File: src/rtl/cga_mode_if.sv
// CPU-side mode-change handshake (4-phase req/ack) for the CGA sequencer.
interface cga_mode_if;
   logic mode_req;
   logic mode_composite;
   logic mode_hires;
   logic mode_ack;

   modport master (
      output mode_req,
      output mode_composite,
      output mode_hires,
      input  mode_ack
   );

   modport slave (
      input  mode_req,
      input  mode_composite,
      input  mode_hires,
      output mode_ack
   );
endinterface

File: src/rtl/cga_video_sequencer.sv
// CGA VGA-port timing and mode controller: clkdiv, hcount, pix_load, line_start.
// CGA_VSYNC_APPLY_EN: mode changes apply on vsync rise instead of hsync rise.
module cga_video_sequencer #(
   parameter int DIV_WIDTH    = 5,
   parameter int HCOUNT_WIDTH = 11
) (
   input  logic                    clk,
   input  logic                    reset_n,
   input  logic                    hsync,
   input  logic                    vsync,
   cga_mode_if.slave               mode,
   output logic [DIV_WIDTH-1:0]    clkdiv,
   output logic [HCOUNT_WIDTH-1:0] hcount,
   output logic [2:0]              burst_phase,
   output logic                    composite,
   output logic                    hires,
   output logic                    pix_load,
   output logic                    line_start
);

   typedef enum logic [1:0] {
      IDLE = 2'd0,
      WAIT = 2'd1,
      HOLD = 2'd2
   } state_t;

   state_t state;
   state_t state_nxt;

   logic hsync_d;
   logic hs_rise;
   logic hs_fall;
   logic apply_edge;
   logic latch_en;
   logic apply_en;
   logic pend_comp;
   logic pend_hires;

   assign hs_rise = hsync & ~hsync_d;
   assign hs_fall = ~hsync & hsync_d;

`ifdef CGA_VSYNC_APPLY_EN
   logic vsync_d;

   always_ff @(posedge clk or negedge reset_n) begin
      if (!reset_n) begin
         vsync_d <= 1'b0;
      end else begin
         vsync_d <= vsync;
      end
   end

   assign apply_edge = vsync & ~vsync_d;
`else
   logic unused_vsync;

   assign unused_vsync = vsync;
   assign apply_edge   = hs_rise;
`endif

   always_ff @(posedge clk or negedge reset_n) begin
      if (!reset_n) begin
         state <= IDLE;
      end else begin
         state <= state_nxt;
      end
   end

   always_comb begin
      state_nxt = state;
      unique case (state)
         IDLE: if (mode.mode_req) state_nxt = WAIT;
         WAIT: if (apply_edge)    state_nxt = HOLD;
         HOLD: if (!mode.mode_req) state_nxt = IDLE;
         default: state_nxt = IDLE;
      endcase
   end

   // Once accepted, a request is committed even if req drops in WAIT.
   always_comb begin
      latch_en      = 1'b0;
      apply_en      = 1'b0;
      mode.mode_ack = 1'b0;
      unique case (state)
         IDLE: latch_en = mode.mode_req;
         WAIT: apply_en = apply_edge;
         HOLD: mode.mode_ack = 1'b1;
         default: ;
      endcase
   end

   always_ff @(posedge clk or negedge reset_n) begin
      if (!reset_n) begin
         hsync_d    <= 1'b0;
         clkdiv     <= '0;
         hcount     <= '0;
         line_start <= 1'b0;
         composite  <= 1'b0;
         hires      <= 1'b0;
         pend_comp  <= 1'b0;
         pend_hires <= 1'b0;
      end else begin
         hsync_d    <= hsync;
         line_start <= hs_fall;
         if (hsync) begin
            hcount <= '0;
         end else if (hcount != '1) begin
            hcount <= hcount + 1'b1;
         end
         if (latch_en) begin
            pend_comp  <= mode.mode_composite;
            pend_hires <= mode.mode_hires;
         end
         // Realign pixel phase to the new mode.
         if (apply_en) begin
            clkdiv    <= '0;
            composite <= pend_comp;
            hires     <= pend_hires;
         end else begin
            clkdiv <= clkdiv + 1'b1;
         end
      end
   end

   assign burst_phase = hcount[2:0];
   assign pix_load    = hires ? (clkdiv[1:0] == 2'b11)
                              : (clkdiv[2:0] == 3'b111);

endmodule
File: src/flat_wrapper.sv
// flat-port wrapper written by rule: the top's interface ports become plain ports
module cga_video_sequencer_flat 
#(
   parameter int DIV_WIDTH    = 5,
   parameter int HCOUNT_WIDTH = 11
)
  (clk, reset_n, hsync, vsync, clkdiv, hcount, burst_phase, composite, hires, pix_load, line_start, mode_mode_req, mode_mode_composite, mode_mode_hires, mode_mode_ack);
  cga_mode_if mode_i ();
  input  logic clk;
  input  logic reset_n;
  input  logic hsync;
  input  logic vsync;
  output logic [DIV_WIDTH-1:0] clkdiv;
  output logic [HCOUNT_WIDTH-1:0] hcount;
  output logic [2:0] burst_phase;
  output logic composite;
  output logic hires;
  output logic pix_load;
  output logic line_start;
  input wire logic [$bits(mode_i.mode_req)-1:0] mode_mode_req;
  input wire logic [$bits(mode_i.mode_composite)-1:0] mode_mode_composite;
  input wire logic [$bits(mode_i.mode_hires)-1:0] mode_mode_hires;
  output wire logic [$bits(mode_i.mode_ack)-1:0] mode_mode_ack;
  assign mode_i.mode_req = mode_mode_req;
  assign mode_i.mode_composite = mode_mode_composite;
  assign mode_i.mode_hires = mode_mode_hires;
  assign mode_mode_ack = mode_i.mode_ack;
  cga_video_sequencer #(.DIV_WIDTH(DIV_WIDTH), .HCOUNT_WIDTH(HCOUNT_WIDTH)) u_core (.clk(clk), .reset_n(reset_n), .hsync(hsync), .vsync(vsync), .mode(mode_i), .clkdiv(clkdiv), .hcount(hcount), .burst_phase(burst_phase), .composite(composite), .hires(hires), .pix_load(pix_load), .line_start(line_start));
endmodule
File: config.mk
export PLATFORM = sky130hd
export DESIGN_NAME = cga_video_sequencer_flat
export DESIGN_NICKNAME = d
export VERILOG_FILES = /design/src/rtl/cga_mode_if.sv /design/src/rtl/cga_video_sequencer.sv /design/src/flat_wrapper.sv
export SDC_FILE = /design/constraint.sdc
export NUM_CORES = 1
export LEC_CHECK = 0
export CORE_ASPECT_RATIO = 0.8
export CORE_MARGIN = 2
export CORE_UTILIZATION = 30
export DETAILED_ROUTE_END_ITERATION = 10
export PLACE_DENSITY = 0.62
export SYNTH_ARGS = -nofsm -noshare
export SYNTH_HDL_FRONTEND = slang
export SYNTH_SLANG_ARGS = --single-unit
File: constraint.sdc
create_clock -name clk -period 3.5 [get_ports clk]
set_input_delay 0.35 -clock clk [delete_from_list [all_inputs] [get_ports clk]]
set_output_delay 0.35 -clock clk [all_outputs]
set_load 0.02 [all_outputs]
Word-level counts from Yosys, hierarchy flattened:

Index checks and enable logic that the tools add are counted.

* $add $sub $neg: 2
* multipliers: 0
* divide/modulo/power cells: 0
* magnitude comparators: 0
* eq/ne operators: 8
* shifts and indexed selects: 0
* mux-type cells: 11
* bitwise gates (word level): 4
* reduce and logical (&&, ||, !) cells: 3

Operators with widths (count)
* $mux 11: 2
* $add 11x1->11 const B: 1
* $ne 11x11->1 const B: 1
* $mux 2: 3
* $pmux 2 s3: 1
* $add 5x1->5 const B: 1
* $mux 5: 1
* $eq 2x2->1 const B: 2
* $mux 1: 4
* $ne 2x2->1 const B: 2
* $eq 3x3->1 const B: 1
* $reduce_and 3->1: 1
* $and 1x1->1: 2
* $eq 2x1->1 const B: 1
* $logic_not 2->1: 1
* $ne 2x1->1 const B: 1
* $not 1->1: 2
* $reduce_bool 2->1: 1

* register bits: 24
* latch bits: 0
* memory bits (writable): 0
* memory bits (read-only): 0
* input bits: 7
* output and inout bits: 24
* word-level logic and storage cells: 37
* memories: 0

Logic depth before layout (Yosys ltp):

Gate-level depths: netlist of the first run.

* word-level depth: 4
* gate-level depth with buffers: 5
* gate-level depth less buffers: 5

Worst setup path after synthesis of the first run:

No wires, ideal clock.

* path kind: reg-to-reg
* start: register u_core.hcount[0]
* end: register u_core.hcount[1]
* setup time: 0.132 ns
* arrival: 1.548 ns
* required time: 3.368 ns
* setup slack: 1.820 ns
* stages on the path, launching flop included: 6
* buffers on the path: 0
* period minus slack after synthesis: 1.680 ns
* cells stage by stage: dfrtp_1 > ha_1 > nand2_1 > nor4_4 > mux2i_1 > nor2_1

* longest elaborated chain between the ends: 3

RTL lines
* start: declaration: line cga_video_sequencer.sv:13 `output logic [HCOUNT_WIDTH-1:0] hcount,`
* start signal: assignment: line cga_video_sequencer.sv:108 `hcount <= hcount + 1'b1;`
* $add 11x1->11: line cga_video_sequencer.sv:108
* $mux 11: line cga_video_sequencer.sv:107 `end else if (hcount != '1) begin`
* $mux 11: line cga_video_sequencer.sv:105 `if (hsync) begin`

Several ways; a longest one is shown, not always the timed one. The select of a mux whose other input is x is not followed.
A chain may end at the register's enable or synchronous reset.

Worst setup path after layout of the first run:

* start: register u_core.clkdiv[0]
* end: output pix_load

* longest elaborated chain between the ends: 2

RTL lines
* start: declaration: line cga_video_sequencer.sv:12 `output logic [DIV_WIDTH-1:0] clkdiv,`
* start signal: assignment: line cga_video_sequencer.sv:120 `clkdiv <= clkdiv + 1'b1;`
* $eq 3x3->1 / $eq 2x2->1 (equally long branches): line cga_video_sequencer.sv:127, cga_video_sequencer.sv:126
* $mux 1 *: line cga_video_sequencer.sv:126 `assign pix_load = hires ? (clkdiv[1:0] == 2'b11)`
* end: declaration: line flat_wrapper.sv:18 `output logic pix_load;`

Every way passes the cells marked *; elsewhere a longest branch is shown, timed or not.

==> impl_metrics.py, run 1 <==
metrics = {
    "cells_and_area": {
        "nFillCells": 326,
        "final-instance-count-excl-fill": 168,
        "antenna-diode-count": 0,
        "synthToLayoutAreaGrowth_pct": 35.62,
        "finish.net_count": 137,
        "post_route_cells_drive_above_1_share_pct": 11.90,
        "final_area_um2": 1486,
        "layout.core_utilization_pct": 42.83,
    },
    "placed_design": {
        "detailedPlacementHpwl_um": 1538,
        "placed_cells": 164,
        "port_buffer_count": 29,
        "gp_routability_congestion": 0.7698,
        "dpl-instance-area_um2": 1415,
    },
    "clock_network": {
        "cts_post_setup_buffers_inserted": 0,
        "clock_latency_ns": 0.27,
        "cts_max_level": 1,
        "tritoncts_num_sinks": 24,
        "cts_hold_repair.buffers": 0,
        "cts_inserted_buffers": 3,
        "ctsResizeCount": 0,
        "clock_tree_from_tritoncts": "built",
        "path_clk_slew_ns": 0.09,
        "root_buffer": "clkbuf_8",
        "cts_buffer_depth": 2,
    },
    "global_routing": {
        "grt_start_max_net_pins": 25,
        "global_route.overflow_total": 0,
        "track_usage_pct": 10.92,
        "first_global_vias": 775,
        "antenna_violations_before_repair": 0,
        "wire_length_of_the_first_global_routing_pass_um": 3608,
    },
    "run": {
        "drv.max_cap_violation_count": 0,
    },
    "synthesis": {
        "syn_inst": 97,
        "synthesis.yosys.warnings": 0,
        "synthDominantAreaCellType": "dfrtp_1",
        "synth_nets": 107,
        "postSynthAreaPerCell_um2": 11.30,
        "most_area_consuming_cells_after_synthesis": "dfrtp_1, mux2_2, nor2_1",
        "synth_sequential_area_ratio_pct": 54.79,
        "synth_seq_cells": 24,
        "synth.distinct_cells": 32,
        "synth.top_cell.area_share_pct": 54.79,
        "mappedNetlistArea_um2": 1096,
    },
    "drt": {
        "drc_violations_left": 0,
        "postRouteAntennaNets": 0,
        "wl_um": 2169,
        "avgRoutedWirePerCell_um": 12.91,
        "routed_vias": 818,
        "vias_per_cell": 4.869,
        "first_pass_iters": 2,
        "drtIter0Drc": 62,
    },
    "die": {
        "placement_rows": 19,
        "fp.dieW_um": 71.58,
        "placeableCoreArea_um2": 3471,
        "die-area_um2": 4156,
        "chipHeight_um": 58.06,
        "initial_core_util_pct": 31.58,
        "io_pins": 31,
    },
    "sta": {
        "fin_crit_sh_pct": 64.03,
        "worst_pin_slew_ns": 1.088,
        "finalHoldViolations": 0,
        "timing.final.setup_violations": 0,
        "max_transition_viols_final": 0,
        "grt_setup_unrepaired": "no",
        "worst_clock_skew_ns": 0.004328,
        "slew_headroom_pct": 27.27,
        "tns_ns": 0,
        "maxClockFrequency_ghz": 0.4462,
        "final_period_minus_worst_setup_slack_ns": 2.241,
    },
    "power_and_ir_drop": {
        "fin_total_pwr_uw": 895.7,
        "peakVddDrop_mv": 0.2595,
        "power_density_nw_per_um2": 602.6,
        "static-leakage-power_uw": 0.0006212,
    },
    "outcome": {
        "status": "complete, no violations",
    },
    "critical_path": {
        "worst_r2r_startpoint": "u_core.hcount[0]",
        "cp_data_arrival_time_ns": 1.89,
        "crit_path_launch_type": "flip-flop",
        "critPathKind": "reg -> out",
        "data_required_time_of_the_worst_path_ns": 3.15,
        "timing.reg2reg.setup_slack_ns": 1.73,
        "setup.worst_path.end_class": "output pin",
        "crit_start": "u_core.clkdiv[0]",
        "crit_path_max_fanout": 4,
    },
    "min_path": {
        "holdCritStartpoint": "u_core.state[1]",
        "hold_class": "reg -> reg",
    },
}
layout make-up:
class	count	area, µm²	share of cell area, %
sequential	24	600.6	40.40
multi-input combinational	66	456.7	30.72
timing repair buffer	30	297.8	20.03
tap	42	52.55	3.535
clock buffer	3	41.29	2.778
clock inverter	1	30.03	2.020
inverter	2	7.507	0.5050
cell usage in the layout (no fill, tap or decap):
| master | instances |
|---|---|
| or3_2 | 1 |
| a21oi_1 | 3 |
| ha_1 | 3 |
| nor4_4 | 1 |
| nor4_1 | 1 |
| or3_1 | 1 |
| nand4_1 | 1 |
| o21ai_0 | 1 |
| nand3_2 | 1 |
| nor3b_1 | 1 |
| bufinv_16 | 1 |
| o31ai_1 | 1 |
| inv_1 | 2 |
| and3_1 | 1 |
| nor3_1 | 4 |
| a311oi_1 | 2 |
| nor2b_1 | 4 |
| buf_4 | 1 |
| clkbuf_8 | 3 |
| mux2_2 | 6 |
| a31oi_1 | 3 |
| nor2_1 | 15 |
| nand3_1 | 4 |
| dfrtp_1 | 24 |
| a21boi_0 | 1 |
| a21o_1 | 1 |
| mux2i_1 | 1 |
| nor4bb_1 | 1 |
| nand2_1 | 3 |
| clkdlybuf4s50_1 | 29 |
| a2111oi_2 | 1 |
| xor2_1 | 3 |
| a211oi_1 | 1 |
cell usage after synthesis (all sizes together):
library cell,count
a21boi,1
nor3b,1
nor2,15
ha,3
dfrtp,24
nand4,1
nand3,5
o31ai,1
nor4bb,1
a21o,1
a2111oi,1
a21oi,3
a211oi,1
xor2,3
buf,4
o21ai,1
a311oi,2
nand2,3
inv,2
nor3,4
mux2i,1
clkbuf,1
and3,1
or3,2
nor2b,4
nor4,2
a31oi,3
mux2,6
through the flow:
step | worst slack [ns] | hold slack [ns]
floorplan | 1.820 | 0.05441
global placement | 1.321 | 0.4551
detailed placement | 1.270 | 0.4759
CTS | 1.245 | 0.4889
global route | 1.196 | 0.5033
finish | 1.259 | 0.4901
per-layer routing:
metal | wire [µm] | global-route usage [%] | up-vias
li1 | - | - | 403
met1 | 1042 | 14.60 | 389
met2 | 973 | 17.46 | 24
met3 | 146 | 4.000 | 2
met4 | 7 | 1.617 | 0
met5 | 0 | 0 | -
where the power goes:
part | internal [µW] | switching, µW
Sequential | 335 | 45.4
Clock | 153 | 89.3
Combinational | 146 | 127
worst max-delay path: stages, from the launching register on:
cell and delay [ns]:
dfrtp_1 0.42, ha_1 0.24, ha_1 0.18, mux2_2 0.26, clkdlybuf4s50_1 0.53
final timing paths:
path                                    endpoint  cells past startpoint
worst max register to register  u_core.hcount[1]                      5
worst min register to register   u_core.state[0]                      1
min in group asynchronous       u_core.pend_comp                      1
worst min-delay path             u_core.state[0]                      1
max in group asynchronous       u_core.hcount[8]                      1
worst max-delay path                    pix_load                      4
flip-flops by register name, indices dropped and copies added (netlist names):
signal / flops
u_core.hcount: 11
u_core.composite: 1
u_core.line_start: 1
u_core.clkdiv: 5
u_core.pend_hires: 1
u_core.state: 2
u_core.hires: 1
u_core.pend_comp: 1
u_core.hsync_d: 1
kinds of logic after synthesis:
family                     after synthesis  share of synthesized area, %
and+or+nand+nor                         39                         19.52
adders and majority gates                3                         3.425
xor gates and xnor gates                 3                         2.398
muxes                                    7                         7.077
buffers and inverters                    7                         3.538
DFF                                     24                         54.79
AOI/OAI and AO/OA                       14                         9.247
(Power assumes the default switching activity.)
==> run 2: changes to the inputs <==
clock period = 2.3 ns   (was 3.5 ns; I/O delays follow)
==> run 2 against run 1 <==
  * Non-clock buffer count is 2 higher
  * Global-route usage grew 0.19 points
  * Die area is the same
  * Clock-buffer cell count stayed put
  * Clock skew down 0.0033 ns
  * Largest power group unchanged
  * Flip-flop and latch count unchanged
  * Hold slack got worse by 0.18 ns
  * Register-to-register slack got worse by 1.2 ns
  * Worst setup slack got worse by 1.1 ns
  * Power rose by 53%
  * Combinational power is 53% higher
==> impl_metrics.py, run 2 (synthesis gave the netlist of run 1 again) <==
metrics = {
    "clock_network": {
        "ctsResizeCount": 0,
        "clock_latency_ns": 0.27,
        "cts_max_level": 1,
        "cts_inserted_buffers": 3,
        "cts_post_setup_buffers_inserted": 0,
        "tritoncts_num_sinks": 24,
        "path_clk_slew_ns": 0.09,
        "clock_tree_from_tritoncts": "built",
        "cts_hold_repair.buffers": 0,
        "root_buffer": "clkbuf_8",
        "cts_buffer_depth": 2,
    },
    "run": {
        "drv.max_cap_violation_count": 0,
    },
    "sta": {
        "worst_pin_slew_ns": 0.4176,
        "post-route-worst-setup-slack_ns": 0.1836,
        "final_period_minus_worst_setup_slack_ns": 2.116,
        "timing.final.setup_violations": 0,
        "fin_crit_sh_pct": 92.02,
        "maxClockFrequency_ghz": 0.4725,
        "max_transition_viols_final": 0,
        "finalHoldViolations": 0,
        "grt_setup_unrepaired": "no",
        "worst_clock_skew_ns": 0.0009850,
        "slew_headroom_pct": 71.95,
        "tns_ns": 0,
    },
    "placed_design": {
        "gp_routability_congestion": 0.7332,
        "pre_cts_ws_ns": 0.4803,
        "port_buffer_count": 29,
        "detailedPlacementHpwl_um": 1531,
    },
    "cells_and_area": {
        "final_cell_mix": "clkdlybuf4s50_1, dfrtp_1, nor2_1, mux2_2",
        "synthToLayoutAreaGrowth_pct": 36.99,
        "finish.net_count": 139,
        "largest_register_ff_count": 11,
        "layout.core_utilization_pct": 43.26,
        "reg_top3": "u_core.hcount (11), u_core.clkdiv (5), u_core.state (2)",
        "antenna-diode-count": 0,
        "post_route_cells_drive_above_1_share_pct": 13.28,
        "largest-register": "u_core.hcount",
        "commonest_non_fill_non_tap_cell_in_the_layout": "clkdlybuf4s50_1",
    },
    "global_routing": {
        "antenna_violations_before_repair": 0,
        "wire_length_of_the_first_global_routing_pass_um": 3657,
        "global_route.overflow_total": 0,
        "first_global_vias": 794,
        "grt_start_max_net_pins": 25,
        "track_usage_pct": 11.11,
    },
    "critical_path": {
        "data_required_time_of_the_worst_path_ns": 2.07,
        "setup.worst_path.end_class": "output pin",
        "cpPeakStageDelay_ns": 0.53,
        "cp_data_arrival_time_ns": 1.89,
        "critical_path_s_slowest_cell": "clkdlybuf4s50_1",
        "cp.buffers_inverters": 1,
        "cell_breakdown_of_the_critical_path": "ha_1 > ha_1 > mux2_2 > clkdlybuf4s50_1",
        "cp_common_cell": "ha_1",
        "critPathKind": "reg -> out",
        "crit_path_max_fanout": 4,
        "critPathTopFamily": "buffers and inverters",
        "crit_path_launch_type": "flip-flop",
    },
    "power_and_ir_drop": {
        "static-leakage-power_uw": 0.0006308,
        "peakVddDrop_mv": 0.6615,
        "power_density_nw_per_um2": 910.5,
    },
    "die": {
        "chipHeight_um": 58.06,
        "initial_core_util_pct": 31.58,
        "die-area_um2": 4156,
        "placement_rows": 19,
        "fp.dieW_um": 71.58,
        "io_pins": 31,
        "placeableCoreArea_um2": 3471,
    },
    "drt": {
        "avgRoutedWirePerCell_um": 12.77,
        "wl_um": 2171,
        "first_pass_iters": 4,
        "postRouteAntennaNets": 0,
        "vias_per_cell": 4.906,
        "routed_vias": 834,
        "drc_violations_left": 0,
        "drtIter0Drc": 43,
    },
    "outcome": {
        "status": "complete, no violations",
    },
    "min_path": {
        "hold_class": "in -> async",
    },
}
[run 2: changes by cell type in the layout (fill, tap and decap cells not counted)]
| cell | before | now |
|---|---|---|
| buf_4 | 1 | 3 |
[run 2: power breakdown]
group / switching [µW] / internal, µW
Sequential: 66.8 / 510
Combinational: 193 / 224
Clock: 141 / 233
Total: 401 / 967
[run 2: final cells by class]
cell class	instances	area, µm²
clock buffer	3	41.29
clock inverter	1	30.03
fill	312	1969
inverter	2	7.507
multi-input combinational	66	456.7
sequential	24	600.6
tap	42	52.55
timing repair buffer	32	312.8
[run 2: final timing paths]
kind                            cells past startpoint  slack [ns]              from          endpoint
worst max-delay path                                4        0.18  u_core.clkdiv[0]          pix_load
worst min-delay path                                2        0.31           reset_n      u_core.hires
worst max register to register                      5        0.57  u_core.hcount[0]  u_core.hcount[1]
worst min register to register                      1        0.49  u_core.clkdiv[0]  u_core.clkdiv[0]
max in group asynchronous                           2        1.75           reset_n  u_core.hcount[6]
min in group clk                                    1        0.49  u_core.clkdiv[0]  u_core.clkdiv[0]
[run 2: stage by stage]
step	std cells	instance area, µm²	hold slack [ns]	total power, µW
2_1_floorplan	97	1096	-0.06559	810.9
3_3_place_gp	166	1430	0.4600	1001
3_5_place_dp	166	1430	0.4767	1009
4_1_cts	170	1501	0.3276	1392
5_1_grt	170	1501	0.3299	1453
6_report	170	1501	0.3146	1367
[run 2: metal layers]
layer | track usage, % | vias up | wire length [µm]
li1 | - | 407 | -
met1 | 14.71 | 401 | 1026
met2 | 17.59 | 24 | 987
met3 | 4.522 | 2 | 154
met4 | 1.617 | 0 | 4
met5 | 0 | - | 0
[run 2: worst register-to-register path, cell delays in order (launching register included)]
cell and delay (ns):
dfrtp_1 0.43, ha_1 0.31, nand2_1 0.18, nor4_4 0.42, mux2i_1 0.23, nor2_1 0.05
